===== src/rtl/tile_grid_renderer_if.sv =====
// Video-side bus of the tile grid renderer: pixel position in, colour out.
//
// Handshake: pixelTick is a valid-only qualifier for horizCount/vertCount.
// There is no ready, because the renderer accepts a pixel on every clock.
// pixelValidOut qualifies red/green/blue in the same way, two clocks later.
interface tile_grid_renderer_if;
  logic       pixelTick;
  logic [9:0] horizCount;
  logic [9:0] vertCount;
  logic [3:0] red;
  logic [3:0] green;
  logic [3:0] blue;
  logic       pixelValidOut;

  // Timing generator side
  modport master (
    output pixelTick, horizCount, vertCount,
    input  red, green, blue, pixelValidOut
  );

  // Renderer side
  modport slave (
    input  pixelTick, horizCount, vertCount,
    output red, green, blue, pixelValidOut
  );
endinterface


===== src/rtl/tile_grid_renderer.sv =====
// Tile grid renderer. It maps a pixel to a grid cell and resolves layer priority
// across homeworld, player, bullets and the enemy field. Game state is
// snapshotted at each frame start, so the image never tears. The pipeline has
// two register stages.
module tile_grid_renderer #(
  parameter int HPIXELS      = 640,
  parameter int VPIXELS      = 480,
  parameter int BSIZE        = 40,
  parameter int NBULLETS     = 3,
  parameter int ENEMY_ROWS   = 5,
  parameter int ENEMY_COLS   = 6,
  parameter int FLASH_FRAMES = 8
) (
  input  logic                               clk,
  input  logic                               reset,
  tile_grid_renderer_if.slave                vid,
  input  logic [3:0]                         blockieee,
  input  logic [12*ENEMY_ROWS*ENEMY_COLS-1:0] ddavers,
  input  logic [12*NBULLETS-1:0]             bulletColor,
  input  logic [4*NBULLETS-1:0]              bulletXLoc,
  input  logic [4*NBULLETS-1:0]              bulletYLoc,
  input  logic                               hitPulse
);

  localparam int NENEMY = ENEMY_ROWS * ENEMY_COLS;

  logic frame_start;

  // Shadow copy of the game state that rendering reads
  logic [3:0]            blk_q;
  logic [12*NENEMY-1:0]  dd_q;
  logic [12*NBULLETS-1:0] bcol_q;
  logic [4*NBULLETS-1:0] bx_q;
  logic [4*NBULLETS-1:0] by_q;

  // Player flash counter
  logic [7:0] flash_q, flash_d;

  // Stage 1
  logic [9:0] cell_x_q, cell_x_d;
  logic [9:0] cell_y_q, cell_y_d;
  logic       in_range_q, in_range_d;
  logic       tick1_q;

  // Stage 2
  logic [11:0] colour_q, colour_d;
  logic        tick2_q;

  // Stage-2 helpers
  logic        bullet_hit;
  logic [9:0]  r_idx;
  logic [9:0]  c_idx;

  assign frame_start = vid.pixelTick && (vid.horizCount == 10'd0) && (vid.vertCount == 10'd0);

  // Latch every game-state input at the frame start
  always_ff @(posedge clk) begin
    if (reset) begin
      blk_q  <= '0;
      dd_q   <= '0;
      bcol_q <= '0;
      bx_q   <= '0;
      by_q   <= '0;
    end else if (frame_start) begin
      blk_q  <= blockieee;
      dd_q   <= ddavers;
      bcol_q <= bulletColor;
      bx_q   <= bulletXLoc;
      by_q   <= bulletYLoc;
    end
  end

  // A hit reloads the counter, and the reload beats a coincident frame-start decrement
  always_comb begin
    flash_d = flash_q;
    if (hitPulse) begin
      flash_d = 8'(FLASH_FRAMES);
    end else if (frame_start && (flash_q != 8'd0)) begin
      flash_d = flash_q - 8'd1;
    end
  end

  // Flash counter register
  always_ff @(posedge clk) begin
    if (reset) flash_q <= '0;
    else       flash_q <= flash_d;
  end

  // Stage-1 cell decode. Cell indices keep the full 10 bits, so no high pixel aliases.
  always_comb begin
    cell_x_d   = vid.horizCount / 10'(BSIZE);
    cell_y_d   = vid.vertCount / 10'(BSIZE);
    in_range_d = ({1'b0, vid.horizCount} < 11'(HPIXELS)) &&
                 ({1'b0, vid.vertCount}  < 11'(VPIXELS));
  end

  // Stage-1 registers
  always_ff @(posedge clk) begin
    if (reset) begin
      cell_x_q   <= '0;
      cell_y_q   <= '0;
      in_range_q <= 1'b0;
      tick1_q    <= 1'b0;
    end else begin
      cell_x_q   <= cell_x_d;
      cell_y_q   <= cell_y_d;
      in_range_q <= in_range_d;
      tick1_q    <= vid.pixelTick;
    end
  end

  // Stage-2 priority mux. Earlier rules win; bullets are scanned lowest index first.
  always_comb begin
    colour_d   = 12'h000;
    bullet_hit = 1'b0;
    r_idx      = cell_y_q >> 1;
    c_idx      = (cell_x_q >> 1) - 10'd2;
    if (!in_range_q) begin
      colour_d = 12'h000;
    end else if (cell_x_q == 10'd0) begin
      colour_d = 12'h282;
    end else if ((cell_x_q == 10'd1) && (cell_y_q == {6'd0, blk_q})) begin
      colour_d = flash_q[0] ? 12'hF00 : 12'hFFF;
    end else begin
      for (int k = 0; k < NBULLETS; k++) begin
        if (!bullet_hit &&
            (cell_x_q == {6'd0, bx_q[4*k +: 4]}) &&
            (cell_y_q == {6'd0, by_q[4*k +: 4]}) &&
            (bcol_q[12*k +: 12] != 12'h000)) begin
          colour_d   = bcol_q[12*k +: 12];
          bullet_hit = 1'b1;
        end
      end
      // Enemies occupy odd rows and even columns from 4 onward. Cells outside the field stay backdrop.
      if (!bullet_hit && cell_y_q[0] && !cell_x_q[0] && (cell_x_q >= 10'd4)) begin
        for (int rr = 0; rr < ENEMY_ROWS; rr++) begin
          for (int cc = 0; cc < ENEMY_COLS; cc++) begin
            if ((r_idx == 10'(rr)) && (c_idx == 10'(cc))) begin
              colour_d = dd_q[12*(rr*ENEMY_COLS+cc) +: 12];
            end
          end
        end
      end
    end
  end

  // Stage-2 output registers
  always_ff @(posedge clk) begin
    if (reset) begin
      colour_q <= '0;
      tick2_q  <= 1'b0;
    end else begin
      colour_q <= colour_d;
      tick2_q  <= tick1_q;
    end
  end

  assign vid.red           = colour_q[11:8];
  assign vid.green         = colour_q[7:4];
  assign vid.blue          = colour_q[3:0];
  assign vid.pixelValidOut = tick2_q;

endmodule


===== src/flat_wrapper.sv =====
// flat-port wrapper written by rule: the top's interface ports become plain ports
module tile_grid_renderer_flat 
#(
  parameter int HPIXELS      = 640,
  parameter int VPIXELS      = 480,
  parameter int BSIZE        = 40,
  parameter int NBULLETS     = 3,
  parameter int ENEMY_ROWS   = 5,
  parameter int ENEMY_COLS   = 6,
  parameter int FLASH_FRAMES = 8
)
  (clk, reset, blockieee, ddavers, bulletColor, bulletXLoc, bulletYLoc, hitPulse, vid_pixelTick, vid_horizCount, vid_vertCount, vid_red, vid_green, vid_blue, vid_pixelValidOut);
  tile_grid_renderer_if vid_i ();
  input  logic clk;
  input  logic reset;
  input  logic [3:0] blockieee;
  input  logic [12*ENEMY_ROWS*ENEMY_COLS-1:0] ddavers;
  input  logic [12*NBULLETS-1:0] bulletColor;
  input  logic [4*NBULLETS-1:0] bulletXLoc;
  input  logic [4*NBULLETS-1:0] bulletYLoc;
  input  logic hitPulse;
  input wire logic [$bits(vid_i.pixelTick)-1:0] vid_pixelTick;
  input wire logic [$bits(vid_i.horizCount)-1:0] vid_horizCount;
  input wire logic [$bits(vid_i.vertCount)-1:0] vid_vertCount;
  output wire logic [$bits(vid_i.red)-1:0] vid_red;
  output wire logic [$bits(vid_i.green)-1:0] vid_green;
  output wire logic [$bits(vid_i.blue)-1:0] vid_blue;
  output wire logic [$bits(vid_i.pixelValidOut)-1:0] vid_pixelValidOut;
  assign vid_i.pixelTick = vid_pixelTick;
  assign vid_i.horizCount = vid_horizCount;
  assign vid_i.vertCount = vid_vertCount;
  assign vid_red = vid_i.red;
  assign vid_green = vid_i.green;
  assign vid_blue = vid_i.blue;
  assign vid_pixelValidOut = vid_i.pixelValidOut;
  tile_grid_renderer #(.HPIXELS(HPIXELS), .VPIXELS(VPIXELS), .BSIZE(BSIZE), .NBULLETS(NBULLETS), .ENEMY_ROWS(ENEMY_ROWS), .ENEMY_COLS(ENEMY_COLS), .FLASH_FRAMES(FLASH_FRAMES)) u_core (.clk(clk), .reset(reset), .vid(vid_i), .blockieee(blockieee), .ddavers(ddavers), .bulletColor(bulletColor), .bulletXLoc(bulletXLoc), .bulletYLoc(bulletYLoc), .hitPulse(hitPulse));
endmodule

===== config.mk =====
export PLATFORM = sky130hd
export DESIGN_NAME = tile_grid_renderer_flat
export DESIGN_NICKNAME = d
export VERILOG_FILES = /design/src/rtl/tile_grid_renderer_if.sv /design/src/rtl/tile_grid_renderer.sv /design/src/flat_wrapper.sv
export SDC_FILE = /design/constraint.sdc
export NUM_CORES = 1
export LEC_CHECK = 0
export BUFFER_PORTS_ARGS = -buffer_cell sky130_fd_sc_hd__buf_2
export CAP_MARGIN = 30
export CORE_ASPECT_RATIO = 0.8
export CORE_MARGIN = 5
export CORE_UTILIZATION = 59
export DETAILED_ROUTE_END_ITERATION = 16
export HOLD_SLACK_MARGIN = 0.12
export PLACE_DENSITY = 0.95
export SKIP_CTS_REPAIR_TIMING = 1
export SLEW_MARGIN = 40
export SYNTH_ARGS = -nofsm -noshare
export SYNTH_HDL_FRONTEND = slang
export SYNTH_SLANG_ARGS = --single-unit

===== constraint.sdc =====
create_clock -name clk -period 7.2 [get_ports clk]
set_clock_uncertainty 0.1 [all_clocks]
set_input_delay 1.08 -clock clk [delete_from_list [all_inputs] [get_ports clk]]
set_output_delay 1.08 -clock clk [all_outputs]
set_load 0.005 [all_outputs]

* Word-level counts from Yosys, hierarchy flattened
Index checks and enable logic that the tools add are counted.
** Storage, ports and cells
- Logic and storage cells :: 153
- Bits of input ports :: 448
- Flip-flop bits (word level) :: 467
** Operators by class
- Add/sub/neg operators :: 2
- Magnitude comparators :: 3
- Multiplexer cells :: 51
- Div/mod/pow operators :: 2
- Bitwise gates (word level) :: 1
- Reduce and logical (&&, ||, !) cells :: 63
- Eq/ne operators :: 17
** Operators by type and width (count)
- $mux 12 :: 35
- $eq 10x4->1 :: 7
- $logic_not 10->1 :: 5
- $logic_and 1x1->1 :: 46
- $reduce_bool 12->1 :: 3
- $div 10x6->10 const B :: 2
- $eq 10x1->1 const B :: 2
- $eq 10x2->1 const B :: 2
- $eq 10x3->1 const B :: 2
- $eq 9x2->1 const B :: 2
- $mux 1 :: 12
- $ge 10x3->1 const B :: 1
- $lt 10x10->1 const B :: 1
- $lt 10x9->1 const B :: 1
- $mux 10 :: 1
- $sub 9x2->10 const B :: 1
- $eq 9x1->1 const B :: 1
- $eq 9x3->1 const B :: 1
- $mux 4 :: 2
- $mux 8 :: 1
- $reduce_bool 8->1 :: 1
- $sub 8x1->8 const B :: 1
- $logic_not 1->1 :: 4
- $reduce_or 2->1 :: 2
- other kinds (3) :: 3

* Depth between registers and ports, before layout
Gate-level depths: netlist (run 1).
- Depth after elaboration :: 53
- Gate-level depth with buffers :: 17
- Depth with buffers taken out :: 11

* Least setup slack after synthesis (run 1)
OpenSTA, ideal clock, no wires.
- Kind :: flip-flop to flip-flop
- Start point :: reg u_core.cell_x_q[2]
- End point :: reg u_core.colour_q[6]
- Period minus slack after synthesis :: 3287 ps
- Path slack :: 3913 ps
- Stages on the path, launching flop included :: 17
- Data arrival time :: 3067 ps
- Buffers on the path :: 5
- Cell sequence :: dfxtp_1 > buf_6 > buf_4 > inv_1 > ha_1 > ha_1 > buf_2 > and4b_1 > clkbuf_1 > buf_2 > nand2_1 > a211oi_1 > a21oi_1 > or2_2 > a311oi_1 > o21ai_0 > a211o_1
** On the way
- Word-level cells in the longest chain between the ends :: 52
** Ends and longest elaborated chain
- start, declared :: RTL line tile_grid_renderer.sv:40 : logic [9:0] cell_x_q, cell_x_d;
- start signal, assigned :: RTL line tile_grid_renderer.sv:105 : cell_x_q <= cell_x_d;
- $eq 10x4->1 :: RTL line tile_grid_renderer.sv:127 : (cell_x_q == {6'd0, bx_q[4*k +: 4]}) &&
- $logic_and 1x1->1 :: RTL line tile_grid_renderer.sv:127
- $logic_and 1x1->1 :: RTL line tile_grid_renderer.sv:128 : (cell_y_q == {6'd0, by_q[4*k +: 4]}) &&
- $mux 1 :: RTL line tile_grid_renderer.sv:126 : if (!bullet_hit &&
- $mux 1 :: RTL line tile_grid_renderer.sv:122 : end else if ((cell_x_q == 10'd1) && (cell_y_q == {6'd0, blk_q})) begin
- $mux 1 :: RTL line tile_grid_renderer.sv:120 : end else if (cell_x_q == 10'd0) begin
- $mux 1 :: RTL line tile_grid_renderer.sv:118 : if (!in_range_q) begin
- $logic_not 1->1 :: RTL line tile_grid_renderer.sv:126
- [... 7 more ...]
- $logic_not 1->1 :: RTL line tile_grid_renderer.sv:126
- $logic_and 1x1->1 :: RTL line tile_grid_renderer.sv:126
- $logic_and 1x1->1 :: RTL line tile_grid_renderer.sv:127
- $logic_and 1x1->1 :: RTL line tile_grid_renderer.sv:128
- $mux 12 :: RTL line tile_grid_renderer.sv:126
- $mux 12 (30 in series) :: RTL line tile_grid_renderer.sv:138 : if ((r_idx == 10'(rr)) && (c_idx == 10'(cc))) begin
- $mux 12 :: RTL line tile_grid_renderer.sv:135 : if (!bullet_hit && cell_y_q[0] && !cell_x_q[0] && (cell_x_q >= 10'd4)) begin
- $mux 12 :: RTL line tile_grid_renderer.sv:122
- end signal, assigned :: RTL line tile_grid_renderer.sv:153 : colour_q <= colour_d;
- end, declared :: RTL line tile_grid_renderer.sv:46 : logic [11:0] colour_q, colour_d;
Parallel ways exist; a longest one is shown, timed or not. The select of a mux whose other input is x is not followed.
A chain may end at the register's enable or synchronous reset.

* Final worst setup path (run 1)
- Start point :: reg u_core.cell_x_q[2]
- End point :: reg u_core.colour_q[0]
Same word-level chain as after synthesis.

==> results of run 1 <==
[registers in the layout (all words and copies together) (netlist names)]
| register | count |
|---|---|
| u_core.by_q | 12 |
| u_core.dd_q | 360 |
| u_core.flash_q | 8 |
| u_core.in_range_q | 1 |
| u_core.colour_q | 12 |
| u_core.vid.pixelValidOut | 1 |
| u_core.tick1_q | 1 |
| u_core.bcol_q | 36 |
| u_core.cell_x_q | 5 |
| u_core.cell_y_q | 5 |
| u_core.blk_q | 4 |
| u_core.bx_q | 12 |
[final cells by class]
| type | count | area, um^2 | share of cell area |
|---|---|---|---|
| sequential | 457 | 9150 | 0.365 |
| timing repair buffer | 495 | 2670 | 0.106 |
| clock inverter | 18 | 218 | 0.00868 |
| inverter | 13 | 48.8 | 0.00195 |
| antenna | 1 | 2.50 | 0.0000998 |
| multi-input combinational | 2133 | 11100 | 0.442 |
| clock buffer | 63 | 1310 | 0.0524 |
| tap | 480 | 601 | 0.0239 |
[worst max-delay path: cells and delay by family (launching register included)]
kind / cells / cell delay (ps)
flip-flops: 1 / 830
AND/OR/NAND/NOR: 5 / 1670
adder cells (fa/ha/maj): 1 / 860
AO/OA/AOI/OAI: 3 / 850
buffers and inverters: 2 / 590
[metrics by stage]
stage          setup slack [ps]  instance area [um^2]  total power [mW]  hold slack [ps]   util
2_1_floorplan              3910                 21100              2.81              314      -
3_3_place_gp               2610                 23400              2.99              333  0.657
3_5_place_dp               2450                 23500              3.01              337  0.660
4_1_cts                    2440                 25000              5.39              355  0.703
5_1_grt                    1970                 25100              5.54              371  0.704
6_report                   2180                 25100              5.42              356  0.704
[how the worst max path moves through the flow]
stage / depth (start not counted) / to / slack, ps
global placement: 11 / u_core.colour_q[0]$_SDFF_PP0_ / 2610
global route: 11 / u_core.colour_q[8]$_SDFF_PP0_ / 1970
finish: 11 / u_core.colour_q[0]$_SDFF_PP0_ / 2180
detailed placement: 11 / u_core.colour_q[0]$_SDFF_PP0_ / 2450
floorplan: 16 / u_core.colour_q[6]$_SDFF_PP0_ / 3910
CTS: 11 / u_core.colour_q[0]$_SDFF_PP0_ / 2440
[cells by family (layout without fill, tap and decap cells)]
logic type	count (synthesis)	after routing	synth area share
AO/OA/AOI/OAI	834	834	0.236
XOR/XNOR	35	35	0.0156
adder cells (fa/ha/maj)	11	11	0.00593
buffers and inverters	230	589	0.0453
flip-flops	457	457	0.434
multiplexers	20	20	0.00997
other	0	1	0
AND/OR/NAND/NOR	1233	1233	0.253
[cells in the mapped netlist, types with 7 or more instances]
cell type,number,share of area
a221oi_1,18,0.0075
mux2i_1,12,0.0057
nand2b_1,7,0.0021
o211ai_1,17,0.0061
nand4_1,11,0.0033
a22o_1,7,0.0029
a211oi_1,18,0.0064
o22ai_1,45,0.013
mux2_2,8,0.0043
a22oi_1,28,0.010
a31oi_1,12,0.0036
a211o_1,8,0.0033
xnor2_1,21,0.0087
dfxtp_1,457,0.43
or3_1,10,0.0030
nor2b_1,12,0.0036
nor4_1,26,0.0077
buf_2,26,0.0062
nand3_1,29,0.0069
a21oi_1,497,0.12
nor2_1,91,0.016
o31ai_1,10,0.0036
nor3_2,7,0.0033
o21ai_0,71,0.017
inv_1,12,0.0021
xor2_1,11,0.0046
o221ai_1,12,0.0050
nand2_1,930,0.17
a221o_1,7,0.0033
nor3_1,46,0.011
clkbuf_1,174,0.031
[routing by layer]
layer  share of wire  GRT usage  wire length (um)  up-vias
li1                -          -                 -    10400
met1            0.38      0.539             32700    10900
met2            0.42      0.622             36400     1912
met3            0.14      0.132             12400      453
met4           0.059      0.179              5080        6
met5         0.00038          0                33        -
[power by group through the flow]
stage               clock network (mW)  logic (mW)  registers (mW)
detailed placement                   0       0.389            2.62
finish                            2.45       0.409            2.56
global route                      2.55       0.429            2.56
floorplan                            0       0.220            2.59
CTS                               2.44       0.392            2.56
global placement                     0       0.379            2.62
==> results.sh, run 1 <==
export IMPL_status="finished clean"
export IMPL_setup_worst_path_start="u_core.cell_x_q[2]$_SDFF_PP0_"
export IMPL_post_drt_wl_per_cell_um=23.6
export IMPL_synth_ff_type="dfxtp_1"
export IMPL_critPathKind="flop to flop"
export IMPL_dr_pass1_iters=11
export IMPL_seq_area_frac_synth=0.434
export IMPL_worstHoldStart="u_core.dd_q[351]$_SDFFE_PP0P_"
export IMPL_hold_path_cell_count=2
export IMPL_peakVddDrop_v=0.000161
export IMPL_r2r_slack_ps=2180
export IMPL_sw_frac_of_total=0.240
export IMPL_cts_buffers=44
export IMPL_final_layout_size_suffix_gt1_frac=0.199
export IMPL_drt_iter0_drc=4443
export IMPL_holdPathEnd="u_core.dd_q[351]$_SDFFE_PP0P_"
export IMPL_power_leakage_nw=9.15
export IMPL_reg2reg_from="u_core.cell_x_q[2]$_SDFF_PP0_"
export IMPL_syn_area_mm2=0.0211
export IMPL_fin_setup_tns_ps=0
export IMPL_cp_slowest_cell="ha_1"
export IMPL_clock_latency_ps=570
export IMPL_clkSlewWorstSetupHoldPaths_ps=70
export IMPL_worstSetupEndpointType="flop"
export IMPL_synth_edf_count=0
export IMPL_core_area_mm2=0.0356
export IMPL_fmax_mhz=199
export IMPL_clkSinkCount=457
export IMPL_die_height_um=179
export IMPL_maxCapViolCount=0
export IMPL_grt_usage=0.409
export IMPL_ctsLongestPathBuffers=3
export IMPL_p_sw_mw=1.30
export IMPL_finalHoldViolCount=0
export IMPL_worst_slew_pin_slew_ps=1030
export IMPL_io_pins=461
export IMPL_overflow=0
export IMPL_drc=0
export IMPL_yosysWarnings=0
export IMPL_fin_cells=3660
export IMPL_slew_headroom=0.310
export IMPL_wl_mm=86.5
export IMPL_netlist_instances=2820
export IMPL_cts_tree="done"
export IMPL_rsz0062_at_grt="no"
export IMPL_antenna_found_initial=4
export IMPL_fin_nets=3598
export IMPL_slew_viol_final=0
export IMPL_critPathLaunchType="flop"
export IMPL_htreeDepth=2
export IMPL_cts_root_buf="clkbuf_16"
export IMPL_dp_cells=3576
export IMPL_die_w_um=221
export IMPL_final_cell_mix="930 x nand2_1, 497 x a21oi_1, 459 x buf_2"
export IMPL_die_area_mm2=0.0396
export IMPL_grt_max_degree=159
export IMPL_seqPwrFrac=0.473
export IMPL_crit_required_ps=7570
export IMPL_num_vias=23700
export IMPL_fin_crit_ps=5020
export IMPL_async_flop_share=0
export IMPL_timing_final_crit_share=0.698
export IMPL_critical_path_cell_chain="inv_1 -> ha_1 -> nand4b_1 -> buf_4 -> nor2_1 -> nand2_2 -> nand3_1 -> a21oi_1 -> a2111o_1 -> and4_1 -> o41ai_2"
export IMPL_slowest_delay_ps=860
export IMPL_cp_max_fo=24
export IMPL_ant_nets=0
export IMPL_area_growth_pct=19.0
export IMPL_postSynthNetCount=3274
export IMPL_p_comb_frac=0.075
export IMPL_p_int_mw=4.12
export IMPL_fillCellCount=2786
export IMPL_setup_violations=0
export IMPL_initial_core_util=0.592
export IMPL_reg2reg_depth=11
export IMPL_grt_first_pass_wirelength_mm=128
export IMPL_std_cell_rows=62
export IMPL_ys_types=100
export IMPL_p_clk_frac=0.452
export IMPL_gp_congestion=1.12
export IMPL_final_common_cell="nand2_1"
export IMPL_io_buffers=460
export IMPL_hpwl_mm=65.2
export IMPL_ys_ff_latch=457
export IMPL_arrival_ps=5390
export IMPL_min_path_type="flop to flop"
export IMPL_syn_area_per_cell_um2=7.48
export IMPL_regToRegEndpoint="u_core.colour_q[0]$_SDFF_PP0_"
export IMPL_grt_pass1_vias=22100
export IMPL_vias_per_cell=6.49
export IMPL_power_density_mw_per_mm2=216
No activity file was read; power rests on OpenSTA's default activity.
==> inputs of run 2 (changes only) <==
--- a/config.mk
+++ b/config.mk
@@ -5,14 +5,15 @@
 export SDC_FILE = /design/constraint.sdc
 export NUM_CORES = 1
 export LEC_CHECK = 0
+export ABC_AREA = 1
 export BUFFER_PORTS_ARGS = -buffer_cell sky130_fd_sc_hd__buf_2
 export CAP_MARGIN = 30
 export CORE_ASPECT_RATIO = 0.8
 export CORE_MARGIN = 5
-export CORE_UTILIZATION = 59
+export CORE_UTILIZATION = 50
 export DETAILED_ROUTE_END_ITERATION = 16
 export HOLD_SLACK_MARGIN = 0.12
-export PLACE_DENSITY = 0.95
+export PLACE_DENSITY = 0.87
 export SKIP_CTS_REPAIR_TIMING = 1
 export SLEW_MARGIN = 40
 export SYNTH_ARGS = -nofsm -noshare
==> constraint.sdc (replaced) <==
create_clock -name clk -period 4.3 [get_ports clk]
set_clock_uncertainty 0.1 [all_clocks]
set_input_delay 0.645 -clock clk [delete_from_list [all_inputs] [get_ports clk]]
set_output_delay 0.645 -clock clk [all_outputs]
set_load 0.005 [all_outputs]
==> run 2 against run 1 <==
The run now ends with negative setup slack left. Utilization is 4.7 points lower. Setup slack worse by 2900 ps. Combinational power grew to 2.5 times the previous value. Clock-buffer cell count is 1 higher. Die area is 18% higher. Final cell count is 19% higher. Total power is 72% higher. Via count is 0.24% higher. Non-clock buffer count is 207 higher. Fmax is 0.27% higher. Register-to-register slack worse by 2900 ps. Largest power group unchanged.
==> results.sh, run 2 <==
export IMPL_status="complete, but fails checks"
export IMPL_failed_checks="negative setup slack"
export IMPL_arrival_ps=5390
export IMPL_peakVddDrop_v=0.000256
export IMPL_cp_slowest_cell="dfxtp_2"
export IMPL_grt_max_degree=162
export IMPL_cts_buffers=44
export IMPL_critPathKind="flop to flop"
export IMPL_cts_tree="done"
export IMPL_ys_ff_latch=457
export IMPL_synth_common_cells="540 x o21ai_0, 496 x nand2_1, 477 x nor2_1"
export IMPL_syn_area_mm2=0.0212
export IMPL_synthTopCellsByArea="dfxtp_1 43%, o21ai_0 13%, nand2_1 8.8%"
export IMPL_largest_reg_flops=360
export IMPL_ys_types=39
export IMPL_std_cell_rows=67
export IMPL_critPathLaunchType="flop"
export IMPL_sw_frac_of_total=0.246
export IMPL_dpl_worst_slack_ps=-880
export IMPL_rsz0062_at_grt="yes"
export IMPL_cts_root_buf="clkbuf_16"
export IMPL_fin_hold_ws_ps=207
export IMPL_initial_core_util=0.506
export IMPL_drt_iter0_drc=2961
export IMPL_seqPwrFrac=0.458
export IMPL_top_register="u_core.dd_q"
export IMPL_synth_ff_type="dfxtp_1"
export IMPL_die_height_um=194
export IMPL_synth_edf_count=0
export IMPL_p_clk_frac=0.432
export IMPL_grt_pass1_vias=21500
export IMPL_worst_slack_ps=-711
export IMPL_num_vias=23800
export IMPL_crit_end="u_core.colour_q[8]$_SDFF_PP0_"
export IMPL_die_w_um=240
export IMPL_async_flop_share=0
export IMPL_utilization=0.657
export IMPL_gp_congestion=0.973
export IMPL_clkSlewWorstSetupHoldPaths_ps=70
export IMPL_postSynthNetCount=3654
export IMPL_reg2reg_from="u_core.cell_x_q[0]$_SDFF_PP0_"
export IMPL_final_cell_mix="506 x o21ai_0, 464 x nor2_1, 463 x nand2_1"
export IMPL_dr_pass1_iters=7
export IMPL_hpwl_mm=54.0
export IMPL_cp_max_fo=5
export IMPL_p_sw_mw=2.29
export IMPL_overflow=0
export IMPL_slew_headroom=0.424
export IMPL_timing_final_crit_share=1.17
export IMPL_regToRegEndpoint="u_core.colour_q[8]$_SDFF_PP0_"
export IMPL_setup_worst_path_start="u_core.cell_x_q[0]$_SDFF_PP0_"
export IMPL_place_area_mm2=0.0252
export IMPL_finalHoldViolCount=0
export IMPL_final_layout_size_suffix_gt1_frac=0.249
export IMPL_antenna_found_initial=10
export IMPL_ant_nets=0
export IMPL_core_area_mm2=0.0419
export IMPL_p_comb_frac=0.110
export IMPL_p_total_mw=9.32
export IMPL_drc=0
export IMPL_worst_slew_pin_slew_ps=842
export IMPL_synth_top_cell_area_share=0.431
export IMPL_seq_area_frac_synth=0.431
export IMPL_vias_per_cell=5.48
export IMPL_netlist_instances=3200
export IMPL_reg_top3="u_core.dd_q: 360 flops, u_core.bcol_q: 36 flops"
export IMPL_maxCapViolCount=0
export IMPL_yosysMostFrequentCell="o21ai_0"
export IMPL_final_common_cell="o21ai_0"
export IMPL_slew_viol_final=0
export IMPL_syn_area_per_cell_um2=6.63
export IMPL_crit_required_ps=4680
export IMPL_power_leakage_nw=12.4
export IMPL_fmax_mhz=200
export IMPL_grt_usage=0.296
export IMPL_stdcell_area_mm2=0.0276
export IMPL_setup_violations=12
export IMPL_min_path_type="input pin to flop"
export IMPL_io_pins=461
export IMPL_clock_latency_ps=560
export IMPL_wl_mm=75.9
export IMPL_fin_crit_ps=5010
export IMPL_yosysWarnings=0
export IMPL_io_buffers=460
export IMPL_yosysTopAreaCell="dfxtp_1"
export IMPL_fin_nets=4203
export IMPL_r2r_slack_ps=-710
export IMPL_power_density_mw_per_mm2=338
export IMPL_worstSetupEndpointType="flop"
export IMPL_path_common_cell="nand2_1"
export IMPL_clkSinkCount=457
export IMPL_die_area_mm2=0.0466
export IMPL_grt_first_pass_wirelength_mm=112
export IMPL_slowest_delay_ps=360
export IMPL_ctsLongestPathBuffers=3
export IMPL_reg2reg_depth=42
export IMPL_area_growth_pct=30.0
export IMPL_htreeDepth=2
export IMPL_post_drt_wl_per_cell_um=17.5
export IMPL_p_int_mw=7.03
-- run 2: changes by cell type after synthesis, moves of 20 or more --
cell / previous run / this run
xnor2_1: 21 / 1
nor3_1: 46 / 15
nand2_1: 930 / 496
nor2_1: 91 / 477
o22ai_1: 45 / 5
o21ai_0: 71 / 540
a21oi_1: 497 / 355
nand3_1: 29 / 163
nor4_1: 26 / 5
inv_1: 12 / 378
a22oi_1: 28 / 1
-- run 2: worst min path at each step --
stage | start | endpoint | slack (ps) | cells past startpoint
detailed placement | u_core.tick1_q$_SDFF_PP0_ | u_core.vid.pixelValidOut$_SDFF_PP0_ | 300 | 2
floorplan | u_core.tick1_q$_SDFF_PP0_ | u_core.vid.pixelValidOut$_SDFF_PP0_ | 290 | 2
global placement | u_core.tick1_q$_SDFF_PP0_ | u_core.vid.pixelValidOut$_SDFF_PP0_ | 290 | 2
finish | ddavers[71] | u_core.dd_q[71]$_SDFFE_PP0P_ | 210 | 3
global route | ddavers[267] | u_core.dd_q[267]$_SDFFE_PP0P_ | 200 | 3
CTS | ddavers[347] | u_core.dd_q[347]$_SDFFE_PP0P_ | 190 | 3
-- run 2: metal layers --
layer | track usage | vias to the layer above | wire length [um]
met3 | 0.0485 | 198 | 7280
met4 | 0.0903 | 2 | 2710
met2 | 0.460 | 1278 | 33800
met1 | 0.425 | 10900 | 32100
met5 | 0 | - | 12
li1 | - | 11400 | -
-- run 2: power groups by stage --
stage / clock network (mW) / logic, mW / registers, mW
final: 4.02 / 1.03 / 4.27
after global routing: 4.23 / 1.12 / 4.27
after CTS: 4.04 / 0.916 / 4.27
after detailed placement: 0 / 0.908 / 4.36
after global placement: 0 / 0.905 / 4.36
after floorplan: 0 / 0.447 / 4.35
-- run 2: layout make-up --
cell class	instances	area (um^2)
Fill cell	3648	14400
Multi-Input combinational cell	2145	10400
Sequential cell	457	9190
Timing Repair Buffer	702	4270
Inverter	399	1530
Clock buffer	64	1300
Tap cell	552	691
Clock inverter	13	186
Antenna cell	12	30.0
-- run 2: logic make-up after synthesis --
logic type,share of synthesized area
AOI/OAI and AO/OA,0.231
buffers and inverters,0.107
and+or+nand+nor,0.224
xor gates and xnor gates,0.00248
adders and majority gates,0.00354
DFF,0.431
-- run 2: worst max-delay path: cells and delay by family (launching register included) --
family | cells | cell delay (ps)
compound gates | 14 | 1790
flops | 1 | 360
buf+inv | 3 | 390
simple gates | 25 | 2270
-- run 2: metrics by stage --
step / cells / setup TNS, ps
3_3_place_gp: 4229 / -7350
2_1_floorplan: 3200 / 0
3_5_place_dp: 4229 / -8140
5_1_grt: 4339 / -11470
6_report: 4344 / -6720
4_1_cts: 4306 / -8510
